## config.mk

```make
export PLATFORM = sky130hd
export DESIGN_NAME = song_sequencer
export DESIGN_NICKNAME = d
export VERILOG_FILES = /design/src/rtl/song_pkg.sv /design/src/rtl/song_sequencer_step_timer.sv /design/src/rtl/song_sequencer.sv
export SDC_FILE = /design/constraint.sdc
export NUM_CORES = 1
export LEC_CHECK = 0
export ABC_AREA = 0
export CELL_PAD_IN_SITES_DETAIL_PLACEMENT = 1
export CELL_PAD_IN_SITES_GLOBAL_PLACEMENT = 2
export CORE_MARGIN = 4
export CORE_UTILIZATION = 34
export DETAILED_ROUTE_END_ITERATION = 8
export GPL_TIMING_DRIVEN = 0
export PLACE_DENSITY = 0.92
export SLEW_MARGIN = 20
export SYNTH_ARGS = -nofsm -noshare
export SYNTH_HDL_FRONTEND = slang
export SYNTH_SLANG_ARGS = --single-unit
export TNS_END_PERCENT = 30
```

## constraint.sdc

```tcl
create_clock -name clk -period 5.4 [get_ports clk]
set_input_delay 0.54 -clock clk [delete_from_list [all_inputs] [get_ports clk]]
set_output_delay 0.54 -clock clk [all_outputs]
set_load 0.01 [all_outputs]
```

## src/rtl/song_pkg.sv

```systemverilog
// Shared types and constants for the song sequencer: lane width, default
// song length, note row type and the player state encoding.
package song_pkg;

  localparam int LANES            = 5;
  localparam int SONG_LEN_DEFAULT = 94;

  typedef logic [LANES-1:0] note_t;

  typedef enum logic [1:0] {
    IDLE   = 2'd0,
    RUN    = 2'd1,
    PAUSED = 2'd2,
    DONE   = 2'd3
  } state_t;

endpackage

```

## src/rtl/song_sequencer_step_timer.sv

```systemverilog
// Tempo divider: counts enabled cycles and flags the last cycle of each step.
// The count freezes while en is low, so a paused step resumes where it left off.
module step_timer #(
  parameter int TICKS_PER_STEP = 12500000
) (
  input  logic clk,
  input  logic reset,
  input  logic en,
  input  logic clr,
  output logic tick
);

  localparam int CW = $clog2(TICKS_PER_STEP);
  localparam logic [CW-1:0] LAST = CW'(TICKS_PER_STEP - 1);

  logic [CW-1:0] cnt_r;

  // tick is only meaningful when the count is allowed to advance
  assign tick = en && (cnt_r == LAST);

  // Tick counter with clear priority over enable
  always_ff @(posedge clk) begin
    if (reset) begin
      cnt_r <= {CW{1'b0}};
    end else if (clr) begin
      cnt_r <= {CW{1'b0}};
    end else if (en) begin
      if (cnt_r == LAST) begin
        cnt_r <= {CW{1'b0}};
      end else begin
        cnt_r <= cnt_r + CW'(1);
      end
    end
  end

endmodule

```

## src/rtl/song_sequencer.sv

```systemverilog
// Song player: steps the note ROM address at a fixed tempo and keeps a
// scrolling window of upcoming rows, with start/pause/resume control.
module song_sequencer
  import song_pkg::*;
#(
  parameter int TICKS_PER_STEP = 12500000,
  parameter int SONG_LEN       = SONG_LEN_DEFAULT,
  parameter int LOOKAHEAD      = 8
) (
  input  logic                       clk,
  input  logic                       reset,
  input  logic                       start,
  input  logic                       pause,
  output logic [7:0]                 rom_addr,
  input  logic [LANES-1:0]           rom_data,
  output logic [LANES*LOOKAHEAD-1:0] window,
  output logic [LANES-1:0]           hit_row,
  output logic                       step_strobe,
  output logic [8:0]                 step_count,
  output logic [1:0]                 state,
  output logic                       song_done
);

  localparam int WW = LANES * LOOKAHEAD;
  localparam logic [8:0] SONG_LEN_W = 9'(SONG_LEN);
  localparam logic [8:0] END_COUNT  = 9'(SONG_LEN + LOOKAHEAD);

  state_t        state_r;
  logic [8:0]    addr_r;
  logic [WW-1:0] window_r;
  logic [8:0]    count_r;
  logic          strobe_r;
  logic          done_r;

  logic  tick_s;
  logic  en_s;
  logic  clr_s;
  note_t new_row_s;

  step_timer #(
    .TICKS_PER_STEP(TICKS_PER_STEP)
  ) u_timer (
    .clk  (clk),
    .reset(reset),
    .en   (en_s),
    .clr  (clr_s),
    .tick (tick_s)
  );

  // Timer control and the row entering the top of the window
  always_comb begin
    en_s      = (state_r == RUN) && !pause;
    clr_s     = ((state_r == IDLE) || (state_r == DONE)) && start;
    new_row_s = {LANES{1'b0}};
    // addr_r is 9 bits so saturation at SONG_LEN==256 stays representable
    if (addr_r < SONG_LEN_W) begin
      new_row_s = rom_data;
    end else begin
      new_row_s = {LANES{1'b0}};
    end
  end

  // Player state, window shift and step bookkeeping
  always_ff @(posedge clk) begin
    if (reset) begin
      state_r  <= IDLE;
      addr_r   <= 9'd0;
      window_r <= {WW{1'b0}};
      count_r  <= 9'd0;
      strobe_r <= 1'b0;
      done_r   <= 1'b0;
    end else begin
      strobe_r <= 1'b0;
      case (state_r)
        IDLE, DONE: begin
          if (start) begin
            state_r  <= RUN;
            addr_r   <= 9'd0;
            window_r <= {WW{1'b0}};
            count_r  <= 9'd0;
            done_r   <= 1'b0;
          end
        end
        RUN: begin
          // pause wins over a coincident step; the timer holds at its last tick
          if (pause) begin
            state_r <= PAUSED;
          end else if (tick_s) begin
            window_r <= {new_row_s, window_r[WW-1:LANES]};
            if (addr_r < SONG_LEN_W) begin
              addr_r <= addr_r + 9'd1;
            end
            count_r  <= count_r + 9'd1;
            strobe_r <= 1'b1;
            if ((count_r + 9'd1) == END_COUNT) begin
              state_r <= DONE;
              done_r  <= 1'b1;
            end
          end
        end
        PAUSED: begin
          if (start || pause) begin
            state_r <= RUN;
          end
        end
        default: begin
          state_r <= IDLE;
        end
      endcase
    end
  end

  assign rom_addr    = addr_r[7:0];
  assign window      = window_r;
  assign hit_row     = window_r[LANES-1:0];
  assign step_strobe = strobe_r;
  assign step_count  = count_r;
  assign state       = state_r;
  assign song_done   = done_r;

endmodule
```

== Word-level counts from Yosys, hierarchy flattened ==
Index checks and enable logic that the tools add are counted.
Cells by class
  multiplexer cells: 26
  shift-type cells: 0
  $mul: 0
  reductions and logical operators: 15
  bitwise logic cells: 1
  $add $sub $neg: 3
  divide/modulo/power cells: 0
  equality and inequality tests: 13
  magnitude comparators: 1
Operators with widths (number)
  2-to-1 mux 40 bit: 3
  case mux 40 bit (2 select lines): 1
  2-to-1 mux 9 bit: 6
  case mux 9 bit (2 select lines): 2
  adder 24 x 1 -> 24 bit, second input constant: 1
  equality test 24 bit, second input constant: 1
  2-to-1 mux 24 bit: 1
  adder 9 x 1 -> 9 bit, second input constant: 2
  2-to-1 mux 2 bit: 5
  AND reduction 5 bit: 2
  equality test 9 x 7 -> 1 bit, second input constant: 1
  less-than comparator 9 x 7 -> 1 bit, second input constant: 1
  != test 2 bit, second input constant: 4
  AND reduction 4 bit: 2
  case mux 2 bit (3 select lines): 1
  2-to-1 mux 1 bit: 5
  2-to-1 mux 5 bit: 1
  equality test 2 bit, second input constant: 2
  != test 2 x 1 -> 1 bit, second input constant: 2
  OR reduction 2 bit: 2
  logical AND 1 bit: 3
  != test 3 x 2 -> 1 bit, second input constant: 1
  != test 3 bit, second input constant: 1
  OR reduction 3 bit: 1
  other kinds (7): 8
Storage, ports and cells
  memory bits (read-only): 0
  memories kept: 0
  output and inout bits: 66
  flip-flop bits (word level): 86
  bits in writable memories: 0
  input port bits: 9
  word-level logic and storage cells: 66
  bits in latches: 0

== Longest topological paths before layout ==
Gate-level depths: netlist (run 1).
  depth in word-level cells: 6
  depth in mapped cells: 8
  mapped depth without buffers: 7

== Cells and area by module ==
A second synthesis (run 1) with hierarchy kept.
Unflattened totals
  cells, all modules: 436
  area total of the unflattened synthesis: 3824.9 um^2
By module, submodules not included
  song_sequencer: instances 1, area an instance 2672.6 um^2, sequential area each 1241.2 um^2, cells an instance 301
  step_timer: instances 1, area an instance 1152.4 um^2, sequential area each 480.5 um^2, cells an instance 135

== Least setup slack after synthesis (run 1) ==
No wires, ideal clock.
  path type: flip-flop to flip-flop
  from: register u_timer.cnt_r[16]
  to: register window_r[10] (netlist: window[10])
  data arrival time: 2.590 ns
  path buffers: 1
  period minus slack after synthesis: 2.649 ns
  setup time: 0.059 ns
  setup slack: 2.751 ns
  data required time: 5.341 ns
  cell stages (with the launch flop): 7
  cells stage by stage: dfxtp_1 -> or4b_1 -> or4_4 -> or4_4 -> nor4_4 -> buf_6 -> a22o_1
Between the ends
  longest elaborated chain between the ends: 4
RTL lines
  start: declaration: RTL line song_sequencer_step_timer.sv:16  | logic [CW-1:0] cnt_r;
  start signal: assignment: RTL line song_sequencer_step_timer.sv:24  | cnt_r <= {CW{1'b0}};
  start signal: assignment: RTL line song_sequencer_step_timer.sv:26  | cnt_r <= {CW{1'b0}};
  start signal: assignment: RTL line song_sequencer_step_timer.sv:29  | cnt_r <= {CW{1'b0}};
  equality test 24 bit: RTL line song_sequencer_step_timer.sv:19  | assign tick = en && (cnt_r == LAST);
  logical AND 1 bit: RTL line song_sequencer_step_timer.sv:19
  != test 2 bit (no line)
  AND reduction 4 bit (no line)
  end signal: assignment: RTL line song_sequencer.sv:68  | window_r <= {WW{1'b0}};
  end signal: assignment: RTL line song_sequencer.sv:79  | window_r <= {WW{1'b0}};
  end signal: assignment: RTL line song_sequencer.sv:89  | window_r <= {new_row_s, window_r[WW-1:LANES]};
  end: declaration: RTL line song_sequencer.sv:30  | logic [WW-1:0] window_r;
Every way passes these cells.
A chain may end at the register's enable or synchronous reset.

== Worst setup path in the final report (run 1) ==
  from: register u_timer.cnt_r[16]
  to: register window_r[7] (netlist: window[7])
The elaborated chain is that of the path after synthesis.

==> results of run 1 <==
-- Yosys cell counts, drive strengths merged, types with 2 or more instances --
master / instances / area (µm²)
a211o: 2 / 17.52
a211oi: 3 / 22.52
a21o: 4 / 30.03
a21oi: 9 / 45.04
a22o: 34 / 297.8
a311o: 2 / 20.02
a31oi: 5 / 31.28
a41o: 3 / 30.03
and2: 4 / 25.02
and3: 8 / 50.05
and4: 4 / 35.03
buf: 17 / 135.1
clkbuf: 19 / 71.32
dfxtp: 86 / 1722
ha: 6 / 75.07
inv: 12 / 45.04
mux2i: 2 / 20.02
nand2: 33 / 123.9
nand2b: 5 / 31.28
nand3: 26 / 130.1
nand4: 20 / 125.1
nor2: 34 / 127.6
nor2b: 5 / 31.28
nor3: 7 / 35.03
nor3b: 3 / 22.52
nor4: 13 / 96.34
o2111ai: 2 / 17.52
o21ai: 15 / 75.07
o311ai: 2 / 17.52
o31ai: 2 / 15.01
o41ai: 3 / 33.79
or3: 3 / 18.77
or4: 6 / 52.55
xnor2: 14 / 122.6
xor2: 7 / 61.31
-- sequential cells by signal, indices dropped and copies added, names as in the netlist --
name / cells
addr_r: 9
song_done: 1
step_count: 9
state: 2
window: 40
u_timer.cnt_r: 24
step_strobe: 1
-- per-stage QoR --
| step | util [%] | hold slack, ps |
|---|---|---|
| finish | 46.53 | 478.0 |
| global route | 46.53 | 502.7 |
| CTS | 46.53 | 477.3 |
| detailed placement | 43.74 | 467.8 |
| global placement | 43.63 | 455.9 |
| floorplan | - | 444.3 |
-- per-layer routing --
metal  up-vias  global-route usage [%]
met2        85                   30.67
met3        10                   3.368
met1      1790                   23.57
li1       1762                       -
met5         -                       0
met4         0                   4.617
-- worst paths after layout --
kind / startpoint / end / slack (ps) / cells after the start
min reg2reg: u_timer.cnt_r[1]$_SDFFE_PP0P_ / u_timer.cnt_r[1]$_SDFFE_PP0P_ / 480 / 2
max reg2reg: u_timer.cnt_r[16]$_SDFFE_PP0P_ / window[7]$_SDFFE_PP0P_ / 2350 / 6
min: u_timer.cnt_r[1]$_SDFFE_PP0P_ / u_timer.cnt_r[1]$_SDFFE_PP0P_ / 480 / 2
max: u_timer.cnt_r[16]$_SDFFE_PP0P_ / window[7]$_SDFFE_PP0P_ / 2350 / 6
-- critical path: stages (launching register included) --
cell     delay, ps
dfxtp_1        350
or4b_1         590
or4_4          480
or4_4          590
nor4_4         610
buf_6          230
a22o_1         160
-- power groups by stage --
stage          logic [mW]  registers, mW  clock network [mW]
3_5_place_dp        0.347          0.675                   0
3_3_place_gp        0.336          0.673                   0
5_1_grt             0.394          0.662               0.696
4_1_cts             0.353          0.660               0.667
2_1_floorplan       0.215          0.676                   0
6_report            0.354          0.659               0.648
-- cell families (layout without fill, tap and decap cells) --
logic type	Yosys count	after routing	synth area share, %
and+or+nand+nor	176	176	24.18
AOI/OAI and AO/OA	94	94	18.33
DFF	86	86	43.95
buffers and inverters	48	138	6.419
xor gates and xnor gates	21	21	4.695
adders and majority gates	6	6	1.916
muxes	2	2	0.5110
-- area by class of cell --
type / count / area, µm²
repair buffers: 74 / 740.7
multi-input cells: 299 / 1957
flip-flops and latches: 86 / 1722
fillers: 1288 / 5923
well taps: 140 / 175.2
plain buffers: 36 / 206.4
inverters: 12 / 45.04
clock buffers: 9 / 225.2
clock inverters: 7 / 83.83
==> impl_metrics.tcl, run 1 <==
set metrics [dict create \
    stdcell_count 663 \
    combPwrFrac_pct 21.3 \
    p_total_mw 1.661 \
    maxCapViolations 0 \
    syn-cell-area_um2 3918 \
    cp.arrival_ps 3330 \
    die_w_um 115.3 \
    antenna_found_initial 0 \
    maxSlewHeadroom_pct 43.35 \
    switchingPower_uw 555.8 \
    cp_max_fo 10 \
    grt_pass1_vias 3732 \
    place.gp.congestion 0.8043 \
    hpwlAfterDp_um 8455 \
    avgSynthCellArea_um2 9.047 \
    synthCells 433 \
    routedWlPerCell_um 17.69 \
    yosysSeqAreaShare_pct 43.95 \
    postRouteAntennaNets 0 \
    crit_path_end_kind "flip-flop" \
    vias 3647 \
    finalWirelength_um 11730 \
    io_pins 75 \
    drc 0 \
    mostFrequentLayoutCell "dfxtp_1" \
    start_kind "flip-flop" \
    chipHeight_um 115.3 \
    via_per_inst 5.501 \
    gr-total-overflow 0 \
    seqPwrFrac_pct 39.7 \
    syn_nets 448 \
    cts_root_buf "clkbuf_16" \
    cts_hold_buffers 0 \
    port_buffers 74 \
    drt-met1-wl_um 5355 \
    wl_met2_um 5748 \
    cts.sinks 86 \
    grt_pass1_wl_um 19390 \
    critPathKind "flip-flop to flip-flop" \
    start_util_pct 35.36 \
    final_max_slew_viol_count 0 \
    antenna_cells 0 \
    synthToLayoutAreaGrowth_pct 31.59 \
    worst_pin_slew_ps 840.5 \
    post_cts_resized 0 \
    first_iter_violations 180 \
    finalSetupTns_ps 0 \
    cts_buffers 9 \
    dr_wl_met3_um 487 \
    final_hold_viol_count 0 \
    setup_slack_ps 2345 \
    setup_viol 0 \
    rsz0062_at_grt "no" \
    path_clk_slew_ps 70 \
    ys_warn_count 0 \
    drive_gt1_share_pct 7.648 \
    internal_power_mw 1.105 \
    status "complete, no violations" \
    synth_cell_types 53 \
    synth_edf_count 0 \
    power_frac_clock_pct 39.0 \
    grt_start_max_net_pins 18 \
    dp.cells 647 \
    die-area_um2 13300 \
    ys.flop_type "dfxtp_1" \
    top_layer_used "met4" \
    p_sw_share_pct 33.47 \
    synthArstFlopShare_pct 0 \
    final_cell_mix "dfxtp_1 (86), clkdlybuf4s50_1 (74), nor2_1 (34), a22o_1 (34), nand2_1 (33)" \
    hold_path_class "flip-flop to flip-flop" \
    fin_nets 533 \
    fin_crit_sh_pct 56.57 \
    track_usage_pct 18.04 \
    min_period_ps 3055 \
    crit_required_ps 5680 \
    clk_path_buf_depth 2 \
    power_leakage_nw 1.840 \
    clock.fmax_mhz 327.4 \
    design_area_um2 5155 \
    cts_tree "done" \
    row_count 38 \
    design.core.area_um2 11080 \
    dr.pass1.iters 4 \
    placed_area_um2 4846 \
    postCtsSetupRepairBufs 0 \
    clk_latency_ps 340 \
    place_ws_ps 2355 \
    p_per_area_nw_per_um2 322.1 \
    ir_drop_mv 0.1951 \
    fin_worst_skew_ps 6.777 \
    htreeDepth 3 \
    ys_ff_latch 86 \
]
Note: power is estimated with default switching activity, not from simulation.
==> inputs of run 2 (changes only) <==
--- a/config.mk
+++ b/config.mk
@@ -9,10 +9,10 @@
 export CELL_PAD_IN_SITES_DETAIL_PLACEMENT = 1
 export CELL_PAD_IN_SITES_GLOBAL_PLACEMENT = 2
 export CORE_MARGIN = 4
-export CORE_UTILIZATION = 34
+export CORE_UTILIZATION = 31
 export DETAILED_ROUTE_END_ITERATION = 8
 export GPL_TIMING_DRIVEN = 0
-export PLACE_DENSITY = 0.92
+export PLACE_DENSITY = 0.86
 export SLEW_MARGIN = 20
 export SYNTH_ARGS = -nofsm -noshare
 export SYNTH_HDL_FRONTEND = slang
==> constraint.sdc (replaced) <==
create_clock -name clk -period 2.9 [get_ports clk]
set_input_delay 0.29 -clock clk [delete_from_list [all_inputs] [get_ports clk]]
set_output_delay 0.29 -clock clk [all_outputs]
set_load 0.01 [all_outputs]
==> run 2 against run 1 <==
Register-to-register slack got worse by 2100 ps. Die area increased by 9.0%. Critical endpoint is now window[21]$_SDFFE_PP0P_. Routed wire length decreased by 1.1%. Cell area increased by 1.5%. Critical path depth increased by 1. Worst hold slack got worse by 2.9 ps. Highest routed layer unchanged. Worst setup slack got worse by 2100 ps. Via count decreased by 1.6%.
==> impl_metrics.tcl, run 2 (synthesized netlist as in run 1, its figures left out) <==
set metrics [dict create \
    io_pins 75 \
    worst_pin_slew_ps 819.9 \
    fin_worst_skew_ps 9.199 \
    power_frac_clock_pct 39.5 \
    place_ws_ps -140.5 \
    postRouteAntennaNets 0 \
    grt_pass1_vias 3690 \
    cts_tree "done" \
    cts.sinks 86 \
    placed_area_um2 4881 \
    p_per_area_nw_per_um2 592.6 \
    drive_gt1_share_pct 8.175 \
    die-area_um2 14500 \
    finalWirelength_um 11600 \
    switchingPower_mw 1.041 \
    mostFrequentLayoutCell "dfxtp_1" \
    crit_required_ps 3180 \
    synthToLayoutAreaGrowth_pct 33.50 \
    cp.arrival_ps 2980 \
    hold_path_class "flip-flop to flip-flop" \
    clk_path_buf_depth 2 \
    largest_reg_flops 40 \
    cts_buffers 9 \
    drc 0 \
    status "complete, no violations" \
    die_w_um 120.4 \
    maxCapViolations 0 \
    design_area_um2 5230 \
    final_core_util_pct 42.83 \
    routedWlPerCell_um 16.71 \
    hpwlAfterDp_um 8440 \
    htreeDepth 3 \
    fin_nets 536 \
    fin_crit_sh_pct 93.10 \
    power_leakage_nw 1.873 \
    design.core.area_um2 12210 \
    final_max_slew_viol_count 0 \
    critPathKind "flip-flop to flip-flop" \
    cp_max_fo 10 \
    antenna_cells 0 \
    whs_ps 475.1 \
    start_kind "flip-flop" \
    combPwrFrac_pct 20.9 \
    clock.fmax_mhz 370.4 \
    final_hold_viol_count 0 \
    chipHeight_um 120.4 \
    ir_drop_mv 0.2671 \
    seqPwrFrac_pct 39.6 \
    port_buffers 74 \
    setup_slack_ps 200.1 \
    setup_viol 0 \
    maxSlewHeadroom_pct 45.23 \
    antenna_found_initial 0 \
    path_clk_slew_ps 70 \
    crit_path_end_kind "flip-flop" \
    gr-total-overflow 0 \
    dr.pass1.iters 4 \
    grt_pass1_wl_um 19250 \
    clk_latency_ps 340 \
    via_per_inst 5.170 \
    rsz0062_at_grt "no" \
    internal_power_mw 2.058 \
    stdcell_count 694 \
    row_count 40 \
    first_iter_violations 163 \
    dp.cells 675 \
    place.gp.congestion 0.8173 \
    cts_root_buf "clkbuf_16" \
    vias 3588 \
    min_period_ps 2700 \
    p_sw_share_pct 33.59 \
    start_util_pct 32.08 \
    final_cell_mix "dfxtp_1 (86), clkdlybuf4s50_1 (74), nor2_1 (34), a22o_1 (34), nand2_1 (33)" \
    track_usage_pct 16.17 \
    grt_start_max_net_pins 18 \
]
run 2: cell types whose count changed in the layout (fill, tap and decap cells not counted):
cell    before  now
nor4_4       1    3
nor4_2       2    0
buf_4       13   16
run 2: worst paths after layout:
check	startpoint	end	slack, ps	cells past startpoint
hold / removal	song_done$_SDFFE_PP0P_	song_done$_SDFFE_PP0P_	480	2
setup reg to reg	u_timer.cnt_r[16]$_SDFFE_PP0P_	window[21]$_SDFFE_PP0P_	200	7
hold reg to reg	song_done$_SDFFE_PP0P_	song_done$_SDFFE_PP0P_	480	2
setup / recovery	u_timer.cnt_r[16]$_SDFFE_PP0P_	window[21]$_SDFFE_PP0P_	200	7
run 2: what timing repair did:
action | in CTS | in global routing
gates resized for setup | 1 | 1
pin swaps | 1 | 1
endpoints found under the setup margin | 35 | 51
hold buffers | 0 | 0
buffers inserted | 2 | 1
run 2: worst max-delay path: stages, from the launching register on:
cell and delay (ps):
dfxtp_1 350, or4b_1 610, or4_4 480, or4_4 590, nor4_4 140, buf_4 200
buf_6 150, a22o_1 140
run 2: metrics by stage:
step / total power [mW] / TNS (ps)
floorplan: 1.660 / 0
global placement: 1.885 / -20660
detailed placement: 1.901 / -3774
CTS: 3.128 / 0
global route: 3.264 / 0
finish: 3.100 / 0
run 2: layout make-up:
| class | instances | area (µm²) |
|---|---|---|
| Tap cell | 168 | 210.2 |
| Clock buffer | 9 | 225.2 |
| Inverter | 12 | 45.04 |
| Multi-Input combinational cell | 299 | 1974 |
| Sequential cell | 86 | 1722 |
| Fill cell | 1447 | 6982 |
| Timing Repair Buffer | 77 | 763.2 |
| Buffer | 36 | 206.4 |
| Clock inverter | 7 | 83.83 |
run 2: power by group through the flow:
stage / combinational (mW) / sequential, mW / clock (mW)
floorplan: 0.400 / 1.26 / 0
global placement: 0.631 / 1.25 / 0
detailed placement: 0.644 / 1.26 / 0
CTS: 0.649 / 1.23 / 1.25
global route: 0.731 / 1.23 / 1.30
finish: 0.648 / 1.23 / 1.22
run 2: layer usage:
metal  up-vias  share of wire, %  track usage (%)
met4         0               1.0            4.249
met1      1738                47            20.87
met2        71                48            27.66
met3        10               3.9            3.134
met5         -                 0                0
li1       1769                 -                -
==> patch (settings of run 2) <==
One comparison of `cnt_r` changes from == to >=.
--- a/src/rtl/song_sequencer_step_timer.sv
+++ b/src/rtl/song_sequencer_step_timer.sv
@@ -25,7 +25,7 @@
     end else if (clr) begin
       cnt_r <= {CW{1'b0}};
     end else if (en) begin
-      if (cnt_r == LAST) begin
+      if (cnt_r >= LAST) begin
         cnt_r <= {CW{1'b0}};
       end else begin
         cnt_r <= cnt_r + CW'(1);
Behaviour: no difference found for any inputs over 10 cycles, from zero or initial values and one cycle with reset high; that may be too few to reach the edited logic, so the function may still have changed.
==> patch against run 2 <==
  * Critical path depth rose by 1
  * Setup slack improved by 0.21 ns
  * Sequential cell count did not move
  * Routed wire length rose by 12%
  * Power fell by 1.9%
  * Largest power group is now the clock network
  * Largest cell class unchanged
  * First-iteration DRC count rose by 26%
  * Cell count rose by 12%
  * Design area rose by 4.9%
  * Hold slack barely moved
  * Via count rose by 15%
  * Non-clock buffer count rose by 15
  * Critical endpoint is now u_timer.cnt_r[23]
  * Synthesized area rose by 6.6%
==> patch: results (changes against run 2) <==
outcome: complete, no violations (unchanged)
initial drt markers: 206 (was 163)
DP Area: 0.00514 mm2 (was 0.00488 mm2)
drt wl/cell: 16.8 um (was 16.7 um)
CTS resizes: 0 (was 1)
clk_lat worst skew: 0.35 ns
final clock skew: 0.00618 ns (was 0.00920 ns)
crit path capture type: register (unchanged)
R2R depth: 8 (was 7)
Yosys cell types: 49 (was 53)
comb pwr: 0.485 mW (was 0.648 mW)
Flop pwr share: 0.399 (was 0.396)
largest net degree at the start of global routing: 15 (was 18)
Setup WS post-layout: 0.413 ns (was 0.200 ns)
syn_nets: 523 (was 448)
Placed Cells: 758 (was 675)
max reg flops: 40 (unchanged)
worst vdd ir: 0.314 mV (was 0.267 mV)
via count: 4123 (was 3588)
Synth area leaders: dfxtp_1, nand4_1, o21ai_0 (was dfxtp_1, a22o_1, nand3_1)
pre-CTS setup slack: 0.270 ns (was -0.140 ns)
Filler Cells Inserted: 1610 (was 1447)
crit-path max FO: 10 (unchanged)
Reg-to-Reg End: u_timer.cnt_r[23] (was window[21])
most instantiated cells after synthesis: dfxtp_1, nand4_1, o21ai_0 (was dfxtp_1, a22o_1, nor2_1)
post-CTS setup buffer count: 0 (was 2)
mean post-synth cell area: 8.22 um2 (was 9.05 um2)
Ys Warns: 0 (unchanged)
detailed placer's ending HPWL: 9670 um (was 8440 um)
non-filler cells, final: 774 (was 694)
switching share of power: 0.285 (was 0.336)
sequential fraction of the synthesis area: 0.412 (was 0.439)
first-pass GRT wire length: 21300 um (was 19300 um)
All-Layer GR Usage: 0.176 (was 0.162)
CP Launch Point: state[0] (was u_timer.cnt_r[16])
CP arrival: 2.71 ns (was 2.98 ns)
Gate power share: 0.159 (was 0.209)
Num CTS Buffers: 9 (unchanged)
Slew Limit Headroom: 0.503 (was 0.452)
RePlAce Congestion: 0.858 (was 0.817)
HP Class: reg -> reg (unchanged)
leakage: 1.82 nW (was 1.87 nW)
share of cells above drive strength 1: 0.0853 (was 0.0817)
Final setup viols: 0 (unchanged)
Layout Utilization: 0.414 (was 0.428)
vias in the first global route: 4159 (was 3690)
NumNets Final: 608 (was 536)
patch: cell count changes after synthesis, moves of 4 or more:
cell / change
xnor2_1: +5
inv_1: -5
a22o_1: -34
nand4_1: +31
nor4_1: -5
a21oi_1: +39
or3_1: +4
clkbuf_1: +8
o21ai_0: +35
buf_2: +12
nand3_1: -11
and3_1: -4
patch: worst min path at each step:
stage	startpoint	to	slack, ns	cells past startpoint
after floorplan	addr_r[8]	addr_r[8]	0.43	1
after CTS	addr_r[8]	addr_r[8]	0.48	1
final	addr_r[8]	addr_r[8]	0.47	1
after global placement	addr_r[8]	addr_r[8]	0.44	1
after global routing	addr_r[8]	addr_r[8]	0.50	1
after detailed placement	addr_r[8]	addr_r[8]	0.46	1
patch: logic make-up after synthesis:
family | count (synthesis) | share of synthesized area
AOI/OAI and AO/OA | 123 | 0.162
xor gates and xnor gates | 25 | 0.0524
adders and majority gates | 6 | 0.0180
buffers and inverters | 61 | 0.0701
DFF | 86 | 0.412
muxes | 5 | 0.0150
and+or+nand+nor | 202 | 0.270
patch: area by class of cell:
| class | count | area share |
|---|---|---|
| inverters | 7 | 0.00479 |
| plain buffers | 54 | 0.0486 |
| well taps | 176 | 0.0401 |
| clock buffers | 10 | 0.0436 |
| repair buffers | 74 | 0.135 |
| flip-flops and latches | 86 | 0.314 |
| multi-input cells | 361 | 0.394 |
| clock inverters | 6 | 0.0198 |
patch: layer usage:
metal  global-route usage  vias to the layer above  wire (um)
met5                    0                        -          0
met4               0.0397                        0        133
met3               0.0500                       10        510
met2                0.305                       58       6520
met1                0.216                     2041       5820
li1                     -                     2014          -
patch: critical path: stages, from the launching register on:
cell and delay (ns):
dfxtp_1 0.42, ha_1 0.17, buf_2 0.19, nor2b_1 0.15, buf_2 0.23, nand4_1 0.48
nor4_1 0.51, xnor2_1 0.16, nor2_1 0.05
